`src/rtl/uart_receive.sv`:
```
// 8N1 UART receiver: two-flop input synchronizer, mid-bit sampling FSM,
// registered byte output with one-cycle new-data / framing-error pulses.
module uart_receive #(
  parameter int INPUT_CLOCK_FREQ = 100_000_000,
  parameter int BAUD_RATE        = 9600
) (
  input  logic       clk_in,
  input  logic       rst_n_in,
  input  logic       rx_wire_in,
  output logic [7:0] data_byte_out,
  output logic       new_data_out,
  output logic       framing_err_out,
  output logic       busy_out
);

  localparam int CYCLE_PER_BIT = INPUT_CLOCK_FREQ / BAUD_RATE;
  localparam int HALF_BIT      = CYCLE_PER_BIT / 2;
  localparam int CNT_W         = $clog2(CYCLE_PER_BIT) + 1;

  localparam logic [CNT_W-1:0] CNT_BIT_END  = CNT_W'(CYCLE_PER_BIT - 1);
  localparam logic [CNT_W-1:0] CNT_HALF_END = CNT_W'(HALF_BIT - 1);
  localparam logic [CNT_W-1:0] CNT_ONE      = CNT_W'(1);

  typedef enum logic [2:0] {
    S_IDLE,
    S_START,
    S_DATA,
    S_STOP,
    S_WAIT_HIGH
  } state_e;

  state_e           state_q, state_d;
  logic [CNT_W-1:0] cnt_q, cnt_d;
  logic [2:0]       bit_idx_q, bit_idx_d;
  logic [7:0]       shift_q, shift_d;
  logic [7:0]       data_q, data_d;
  logic             new_data_q, new_data_d;
  logic             ferr_q, ferr_d;
  logic             rx_meta_q, rx_s_q;

  // Synchronizer flops reset high so a reset never looks like a start bit.
  always_ff @(posedge clk_in or negedge rst_n_in) begin
    if (!rst_n_in) begin
      rx_meta_q <= 1'b1;
      rx_s_q    <= 1'b1;
    end else begin
      rx_meta_q <= rx_wire_in;
      rx_s_q    <= rx_meta_q;
    end
  end

  always_ff @(posedge clk_in or negedge rst_n_in) begin
    if (!rst_n_in) begin
      state_q    <= S_IDLE;
      cnt_q      <= '0;
      bit_idx_q  <= '0;
      shift_q    <= '0;
      data_q     <= '0;
      new_data_q <= 1'b0;
      ferr_q     <= 1'b0;
    end else begin
      state_q    <= state_d;
      cnt_q      <= cnt_d;
      bit_idx_q  <= bit_idx_d;
      shift_q    <= shift_d;
      data_q     <= data_d;
      new_data_q <= new_data_d;
      ferr_q     <= ferr_d;
    end
  end

  always_comb begin
    state_d    = state_q;
    cnt_d      = cnt_q;
    bit_idx_d  = bit_idx_q;
    shift_d    = shift_q;
    data_d     = data_q;
    new_data_d = 1'b0;
    ferr_d     = 1'b0;

    unique case (state_q)
      S_IDLE: begin
        if (!rx_s_q) begin
          state_d = S_START;
          cnt_d   = '0;
        end
      end

      // Re-check the line at mid-start so short low glitches are rejected.
      S_START: begin
        if (cnt_q == CNT_HALF_END) begin
          cnt_d = '0;
          if (!rx_s_q) begin
            state_d   = S_DATA;
            bit_idx_d = '0;
          end else begin
            state_d = S_IDLE;
          end
        end else begin
          cnt_d = cnt_q + CNT_ONE;
        end
      end

      S_DATA: begin
        if (cnt_q == CNT_BIT_END) begin
          cnt_d              = '0;
          shift_d[bit_idx_q] = rx_s_q;
          if (bit_idx_q == 3'd7) begin
            state_d = S_STOP;
          end else begin
            bit_idx_d = bit_idx_q + 3'd1;
          end
        end else begin
          cnt_d = cnt_q + CNT_ONE;
        end
      end

      // Leaving at mid-stop lets a back-to-back start bit be caught.
      S_STOP: begin
        if (cnt_q == CNT_BIT_END) begin
          cnt_d = '0;
          if (rx_s_q) begin
            data_d     = shift_q;
            new_data_d = 1'b1;
            state_d    = S_IDLE;
          end else begin
            ferr_d  = 1'b1;
            state_d = S_WAIT_HIGH;
          end
        end else begin
          cnt_d = cnt_q + CNT_ONE;
        end
      end

      S_WAIT_HIGH: begin
        if (rx_s_q) begin
          state_d = S_IDLE;
        end
      end

      default: begin
        state_d = S_IDLE;
      end
    endcase
  end

  assign data_byte_out   = data_q;
  assign new_data_out    = new_data_q;
  assign framing_err_out = ferr_q;
  assign busy_out        = (state_q != S_IDLE);

endmodule
```
`config.mk`:
```
export PLATFORM = sky130hd
export DESIGN_NAME = uart_receive
export DESIGN_NICKNAME = d
export VERILOG_FILES = /design/src/rtl/uart_receive.sv
export SDC_FILE = /design/constraint.sdc
export NUM_CORES = 1
export LEC_CHECK = 0
export ABC_AREA = 1
export CORE_ASPECT_RATIO = 1.4
export CORE_UTILIZATION = 59
export DETAILED_ROUTE_END_ITERATION = 8
export PLACE_DENSITY = 0.79
export SYNTH_ARGS = -nofsm -noshare
export SYNTH_HDL_FRONTEND = slang
export SYNTH_SLANG_ARGS = --single-unit
```
`constraint.sdc`:
```
create_clock -name clk_in -period 2 [get_ports clk_in]
set_input_delay 0.5 -clock clk_in [delete_from_list [all_inputs] [get_ports clk_in]]
set_output_delay 0.5 -clock clk_in [all_outputs]
set_load 0.03 [all_outputs]
```
==> reports/results.ini <==
[status]
status=completed

[route]
via_per_inst=5.17
drtIter0Drc=51
wire_per_inst_um=11.4
met2WireLength_um=2310
top_layer_used=met4
drt-total-wl_um=4180
wl_met1_um=1670
ant_nets=0
vias=1894
drc=0
wl_met3_um=108
dr.pass1.iters=4

[worst_setup_path]
crit_path_cell_trace=nor2_1 > nand2_1 > dlygate4sd2_1
crit_fanout=5
crit_path_end_kind=output port
start_kind=register
r2r_start=cnt_q[1]
cp_data_arrival_time_ns=1.33
cp_top_family=flip-flops
critical_path.slowest_cell=dfrtp_1
path_buf_inv=1
worstPathRequired_ns=1.50
r2r-end=data_byte_out[1]
max_stage_delay_ns=0.42
critical_path_class=reg2out
r2r_slack_ns=0.37
r2r_cells=8

[clock_network]
cts_made_buffers=5
clk_latency_ns=0.29
cts_tree=yes
holdBufCountCts=0
clockBufferDepth=2
cts_max_level=2
cts.sinks=41
path_clk_slew_ns=0.07
root_buffer=clkbuf_8

[layout]
drive_above_1_share_pct=7.72
final_area_sq_um=2520
synthToLayoutAreaGrowth_pct=11.9
final_common_cell=nand2_1
final_cell_mix=nand2_1, nor2_1, dfrtp_1
register_area_sq_um=1030
num_antenna_cells=0
fillCellCount=322
nets=329
multi_input_area_sq_um=1100

[synth]
syn-num-nets=309
synth_largest_area_cell=dfrtp_1
yosys.area_share.simple_pct=41.7
synth-main-ff-cell=dfrtp_1
yosysWarnings=0
yosys.area_share.adder_pct=1.66
synth_cell_types=24
synthTopCellsByArea=dfrtp_1, nand2_1, nand3_1, nor2_1, inv_1
synth-xor-area-share_pct=2.33
synthArstFlopShare_pct=100
synthMuxAreaShare_pct=0
synth_top_family_by_area=simple AND/OR/NAND/NOR gates
synthCells=303
synth_seq_cells=41
syn_area_sq_um=2260
ys_seq_area_share_pct=45.6
synth-compound-area-share_pct=3.22
synth-edff-count=0
avgSynthCellArea_sq_um=7.45
synth.top_cell.area_share_pct=43.2

[sta]
maxSlewHeadroom_pct=66.3
final_max_slew_viol_count=0
fmax_ghz=0.547
skew_ns=0.00535
finalCritPeriodShare_pct=91.3
fin_tns_setup_ns=0
fin_crit_ns=1.83
hold_viol=0
finalSetupViolCount=0
worstMarginPinSlew_ns=0.506
holdWs_ns=0.166
rsz0062_at_grt=false

[die]
die_area_sq_um=4080
chipHeight_um=75.2
io_pins=14
coreArea_sq_um=3640
start_util_pct=62.0
rows=26
die_w_um=54.3

[placement]
port_buffers=13
dpl_cell_area_sq_um=2450
dpl.hpwl_um=3230
globalplace.congestion=0.904

[flow_run]
cap_violations=0

[power_and_ir_drop]
power_frac_comb_pct=1.9
clock_power_share_pct=36.8
p_per_area_nw_per_um2=541
p_seq_share_pct=61.2
switching_share_pct=20.3
leakage_uw=0.00131
intPower_uw=1090
p_sw_uw=278
peakVddDrop_uv=520

[global_routing]
grt_overflow_total=0
grt_pass1_wl_um=7130
grt_antenna_before_repair=0
grt_pass1_vias=1741
grt_max_degree=42
track_usage_pct=24.3

[worst_hold_path]
hp-class=in2async

area by class of cell:
type	instances	area share [%]
tap	42	2.08
clock buffer	8	3.17
sequential	41	40.7
inverter	29	4.31
timing repair buffer	15	6.00
multi-input combinational	231	43.7
synth_stat cells (2+ instances only):
cell type and n:
nand2_2 3, nand3b_1 2, dfrtp_1 39, nor3_1 5
nand2_1 105, xor2_1 6, inv_1 28, nor2_1 43
o31ai_1 3, nand2_4 4, nor2_2 4, nand3_1 33
dfstp_2 2, o21ai_0 9, nand4_1 6, ha_1 3
routing by layer:
metal | up-vias | GRT usage [%]
li1 | 1001 | -
met1 | 858 | 24.6
met2 | 27 | 46.9
met3 | 8 | 4.44
met4 | 0 | 9.12
met5 | - | 0
cell families after synthesis:
| group | count (synthesis) |
|---|---|
| DFF | 41 |
| and+or+nand+nor | 209 |
| xor gates and xnor gates | 6 |
| AOI/OAI and AO/OA | 13 |
| adders and majority gates | 3 |
| buffers and inverters | 31 |
worst max-delay path by stage:
stage	from	end	slack, ns	depth (start not counted)
after floorplan	cnt_q[1]	data_byte_out[0]	0.59	8
after global placement	state_q[1]	busy_out	0.26	3
after detailed placement	state_q[0]	busy_out	0.24	3
after CTS	state_q[0]	busy_out	0.16	3
after global routing	state_q[1]	busy_out	0.06	3
final	state_q[1]	busy_out	0.17	3
registers in the layout (all words and copies together), names as in the netlist:
name	flops
rx_meta_q	1
cnt_q	15
rx_s_q	1
framing_err_out	1
new_data_out	1
data_byte_out	8
shift_q	8
bit_idx_q	3
state_q	3
power by group through the flow:
stage          clock network [uW]  logic [uW]  registers, uW
4_1_cts                       518        27.4            836
5_1_grt                       560        31.0            836
3_3_place_gp                    0        26.6            852
2_1_floorplan                   0        5.19            849
3_5_place_dp                    0        27.4            852
6_report                      503        26.0            836
through the flow:
step	setup WS (ns)	instances	power (uW)	util [%]
3_3_place_gp	0.257	358	878	67.1
5_1_grt	0.0592	366	1430	69.3
3_5_place_dp	0.235	358	879	67.1
4_1_cts	0.163	366	1380	69.3
6_report	0.173	366	1370	69.3
2_1_floorplan	0.586	303	854	-
timing repair:
action                     in CTS  in global routing
resized for setup               1                  0
setup endpoints to repair       1                  0
setup buffers                   0                  0
No activity file was read; power rests on OpenSTA's default activity.
==> RTL change 1, RTL diff (same flow settings) <==
`shift_q` and `data_q` no longer have a reset.
--- a/src/rtl/uart_receive.sv
+++ b/src/rtl/uart_receive.sv
@@ -56,4 +56,2 @@
       bit_idx_q  <= '0;
-      shift_q    <= '0;
-      data_q     <= '0;
       new_data_q <= 1'b0;
@@ -64,4 +62,2 @@
       bit_idx_q  <= bit_idx_d;
-      shift_q    <= shift_d;
-      data_q     <= data_d;
       new_data_q <= new_data_d;
@@ -69,2 +65,7 @@
     end
+  end
+
+  always_ff @(posedge clk_in) begin
+    shift_q <= shift_d;
+    data_q  <= data_d;
   end
Formal check against the unedited RTL: same outputs for any inputs over 10 cycles, from zero or initial values and one cycle with rst_n_in low; that may be too few to reach the edited logic, so the function may still have changed.
==> RTL change 1 against the original RTL <==
Critical endpoint unchanged; synthesized cell count fell by 16%; design area decreased by 3.9%; core utilization increased by 1.9 points; count of clock-buffer cells in the layout decreased by 3; synthesized area is 6.2% lower; clock skew is 0.0013 ns lower; die area down 6.0%; worst setup slack worse by 0.014 ns; total power rose by 15%; routed wire length down 5.3%; clock power rose by 33%; sequential cell count unchanged.
==> RTL change 1: results (changes against the original RTL) <==
Global routing
The global-route wire length before repair was 6570 um (-7.8%). The pin count of the biggest net entering global routing was 26 (-38%). The number of global-route vias before repair was 1533 (-12%). The global-route total usage across every layer is 0.237 (-0.00611).

Yosys
The number of unique standard cell types used by synthesis is 22 (-8.3%). The number of enable flip-flop cells after synthesis is 16 (+16). The net count of the mapped netlist was 260 (-16%).

The commonest cells after synthesis are 73 x sky130_fd_sc_hd__nand2_1, 47 x sky130_fd_sc_hd__nor2_1, 27 x sky130_fd_sc_hd__inv_1. The compound-cell area share of the yosys netlist is 0.0284 (-0.00378). The fraction of the yosys area taken by sequential cells is 0.524 (+0.0680). Ranked by total cell area, the synthesized netlist is headed by sky130_fd_sc_hd__dfrtp_1 27%, sky130_fd_sc_hd__edfxtp_1 23%, sky130_fd_sc_hd__nand2_1 13%. The XOR/XNOR share of the synthesized area is 0.0248 (+0.00154). The async set-or-reset flop fraction in the synthesized netlist is 0.610 (-0.390).

Outcome
The run finished with clean final reports.

Min path
The min-delay analysis places its worst path in the category reg2reg.

Setup path
In this run the critical register-to-register path is captured at data_byte_out[1]. The longest individual stage delay on the worst path is 0.47 ns (+0.05 ns). Grouping stages by cell kind, the critical path spends the most delay in buffers and inverters. The minimum setup slack among reg-to-reg paths came to 0.29 ns (-0.08 ns).

Cells and area
The non-clock inverter instance count of the final layout is 30 (+3.4%). The share of the final layout cell area in multi-input gates is 0.369 (-0.0678). The buffering overhead was 0.0593 (-0.000651).

The fraction of layout instances using a drive strength above 1 was 0.119 (+0.0420). The share of cell area taken by flip-flops and latches came to 0.457 (+0.0496). The clock tree cell share of total cell area is 0.0474 (+0.0157).

The layout net count is 282 (-14%). The count of clock buffers in the final design is 5 (-3). The multi-input logic cell count is 183 (-21%).

Detailed routing
The detailed-router iteration count before antenna repair is 5 (+1). The detail-routed via count per cell came to 5.38 (+3.9%). The initial DRC count came to 42 (-18%). The total length of routed wires is 3960 um (-5.3%).

Timing
The final clock skew is 0.00410 ns (-0.00125 ns). The slew at the pin closest to its max-slew limit is 0.322 ns (-0.183 ns).

Pwr
The power consumed by the clock network was 667 uW (+33%). The flip-flop and latch power is 879 uW (+5.1%). The leakage power came to 0.00109 uW (-17%). The maximum ir drop on the vdd rail came to 0.464 mV (-11%). The clock network power share came to 0.426 (+0.058). The cell internal power dissipation came to 1250 uW (+15%).

Place
The HPWL reported at the end of detailed placement was 2930 um (-9.2%).
RTL change 1: cell types whose count changed after synthesis, moves of 3 or more:
cell / change
sky130_fd_sc_hd__nor2_1: +4
sky130_fd_sc_hd__o21ai_0: -3
sky130_fd_sc_hd__nand4_1: +4
sky130_fd_sc_hd__o31ai_1: -3
sky130_fd_sc_hd__edfxtp_1: +16
sky130_fd_sc_hd__nand3_1: -17
sky130_fd_sc_hd__dfrtp_1: -16
sky130_fd_sc_hd__nand2_1: -32
RTL change 1: logic make-up (layout without fill, tap and decap cells):
logic type	after synthesis	in the layout
simple gates	165	165
flops	41	41
buf+inv	30	53
compound gates	9	9
xor+xnor	6	6
fa+ha+maj	3	3
RTL change 1: layer usage:
layer	vias to the layer above	routed length [um]	GRT usage
met1	804	1760	0.286
met3	7	146	0.0521
met5	-	0	0
met2	40	1990	0.394
li1	853	-	-
met4	0	64	0.111
RTL change 1: worst max path at each step:
| stage | cells after the start | start | to | slack, ns |
|---|---|---|---|---|
| after CTS | 3 | state_q[1] | busy_out | 0.14 |
| after global placement | 3 | state_q[2] | busy_out | 0.23 |
| after detailed placement | 3 | state_q[2] | busy_out | 0.22 |
| after global routing | 3 | state_q[2] | busy_out | 0.09 |
| final | 3 | state_q[2] | busy_out | 0.16 |
| after floorplan | 7 | cnt_q[1] | data_byte_out[0] | 0.03 |
RTL change 1: metrics by stage:
step	setup WS, ns	utilization	hold WS [ns]	cell area (um^2)	cells
2_1_floorplan	0.0283	-	0.204	2120	254
3_3_place_gp	0.233	0.678	0.347	2310	309
3_5_place_dp	0.217	0.678	0.349	2310	309
4_1_cts	0.145	0.712	0.361	2430	317
5_1_grt	0.0910	0.712	0.363	2430	317
6_report	0.159	0.712	0.360	2430	317
==> RTL change 2, RTL diff (same flow settings) <==
Made on the original files. The parameter `BAUD_RATE` goes from 9600 to 38400.
--- a/src/rtl/uart_receive.sv
+++ b/src/rtl/uart_receive.sv
@@ -4,3 +4,3 @@
   parameter int INPUT_CLOCK_FREQ = 100_000_000,
-  parameter int BAUD_RATE        = 9600
+  parameter int BAUD_RATE        = 38400
 ) (
Behaviour: no difference found for any inputs over 10 cycles, from zero or initial values and one cycle with rst_n_in low; that may be too few to reach the edited logic, so the function may still have changed.
==> RTL change 2 against the original RTL <==
Design area shrank 6.3%; global-route usage grew 1.1 points; sequential power shrank 4.7%; core utilization grew 0.058 points; total power shrank 3.3%; combinational power shrank 10%; worst setup slack lost 0.060 ns; routed wire length grew 1.3%; synthesized area shrank 5.5%; sequential cell count shrank 2; critical endpoint unchanged.
==> RTL change 2: results (changes against the original RTL) <==
Cells and area
The sequential cell count of the final layout is 39 (-4.9%). The non-clock inverter instance count of the final layout is 27 (-6.9%). The multi-input combinational cell area is 0.00102 mm^2 (-7.4%). The clock tree cell share of total cell area is 0.0344 (+0.00268). The number of signal-net buffers in the layout is 14 (-1). The count of clock buffers in the final design is 7 (-1).

The fraction of layout instances using a drive strength above 1 is 0.128 (+0.0512). The buffering overhead is 0.0556 (-0.00440). The post-layout utilization of the core is 0.694 (about the same).

Detailed routing
The total length of routed wires came to 4240 um (+1.3%). The post-route met1 wirelength is 1740 um (+4.1%). The wire length on met2 is 2330 um (+0.86%). The detailed-router iteration count before antenna repair came to 5 (+1). The initial DRC count came to 63 (+24%).

Yosys
The number of unique standard cell types used by synthesis came to 29 (+21%). The fraction of the yosys area taken by sequential cells is 0.459 (+0.00300).

Setup path
The cell count of the worst reg-to-reg path is 7 (-1). The minimum setup slack among reg-to-reg paths was 0.34 ns (-0.03 ns). In this run the critical register-to-register path is launched from cnt_q[0]. In this run the critical register-to-register path is captured at data_byte_out[5].

Global routing
The global-route met1 utilization was 0.273 (+0.0263). The global routing met2 resource utilization was 0.456 (-0.0131). The number of global-route vias before repair is 1713 (-1.6%). The global-route total usage across every layer was 0.254 (+0.0107). The pin count of the biggest net entering global routing is 40 (-4.8%).

Place
The routability congestion estimate from global placement came to 0.806 (-11%). The pre-CTS worst setup slack is 0.171 ns (-0.0641 ns). The placed cell area is 0.00228 mm^2 (-6.6%).

Outcome
The run finished with clean final reports.

Pwr
The leakage power is 0.00119 uW (-8.8%). The cell internal power dissipation is 1040 uW (-4.2%). The power after layout is 1320 uW (-3.3%). The maximum ir drop on the vdd rail was 0.641 mV (+23%).
==> RTL change 2: worst max-delay path: cells and delay by family, from the launching register on <==
family,cells,cell delay (ns)
flip-flops,1,0.43
buffers and inverters,1,0.36
AND/OR/NAND/NOR,2,0.31
==> RTL change 2: kinds of logic after synthesis <==
group	count (synthesis)	synth area share
xor+xnor	7	0.0287
buf+inv	31	0.0622
simple gates	186	0.393
fa+ha+maj	4	0.0235
flops	39	0.459
compound gates	11	0.0340
==> RTL change 2: worst max path at each step <==
stage | start | endpoint | slack, ns | cells after the start
2_1_floorplan | cnt_q[0] | shift_q[6] | 0.56 | 9
3_3_place_gp | state_q[1] | busy_out | 0.23 | 3
3_5_place_dp | state_q[1] | busy_out | 0.17 | 3
4_1_cts | state_q[1] | busy_out | 0.10 | 3
5_1_grt | state_q[1] | busy_out | 0.04 | 3
6_report | state_q[1] | busy_out | 0.11 | 3
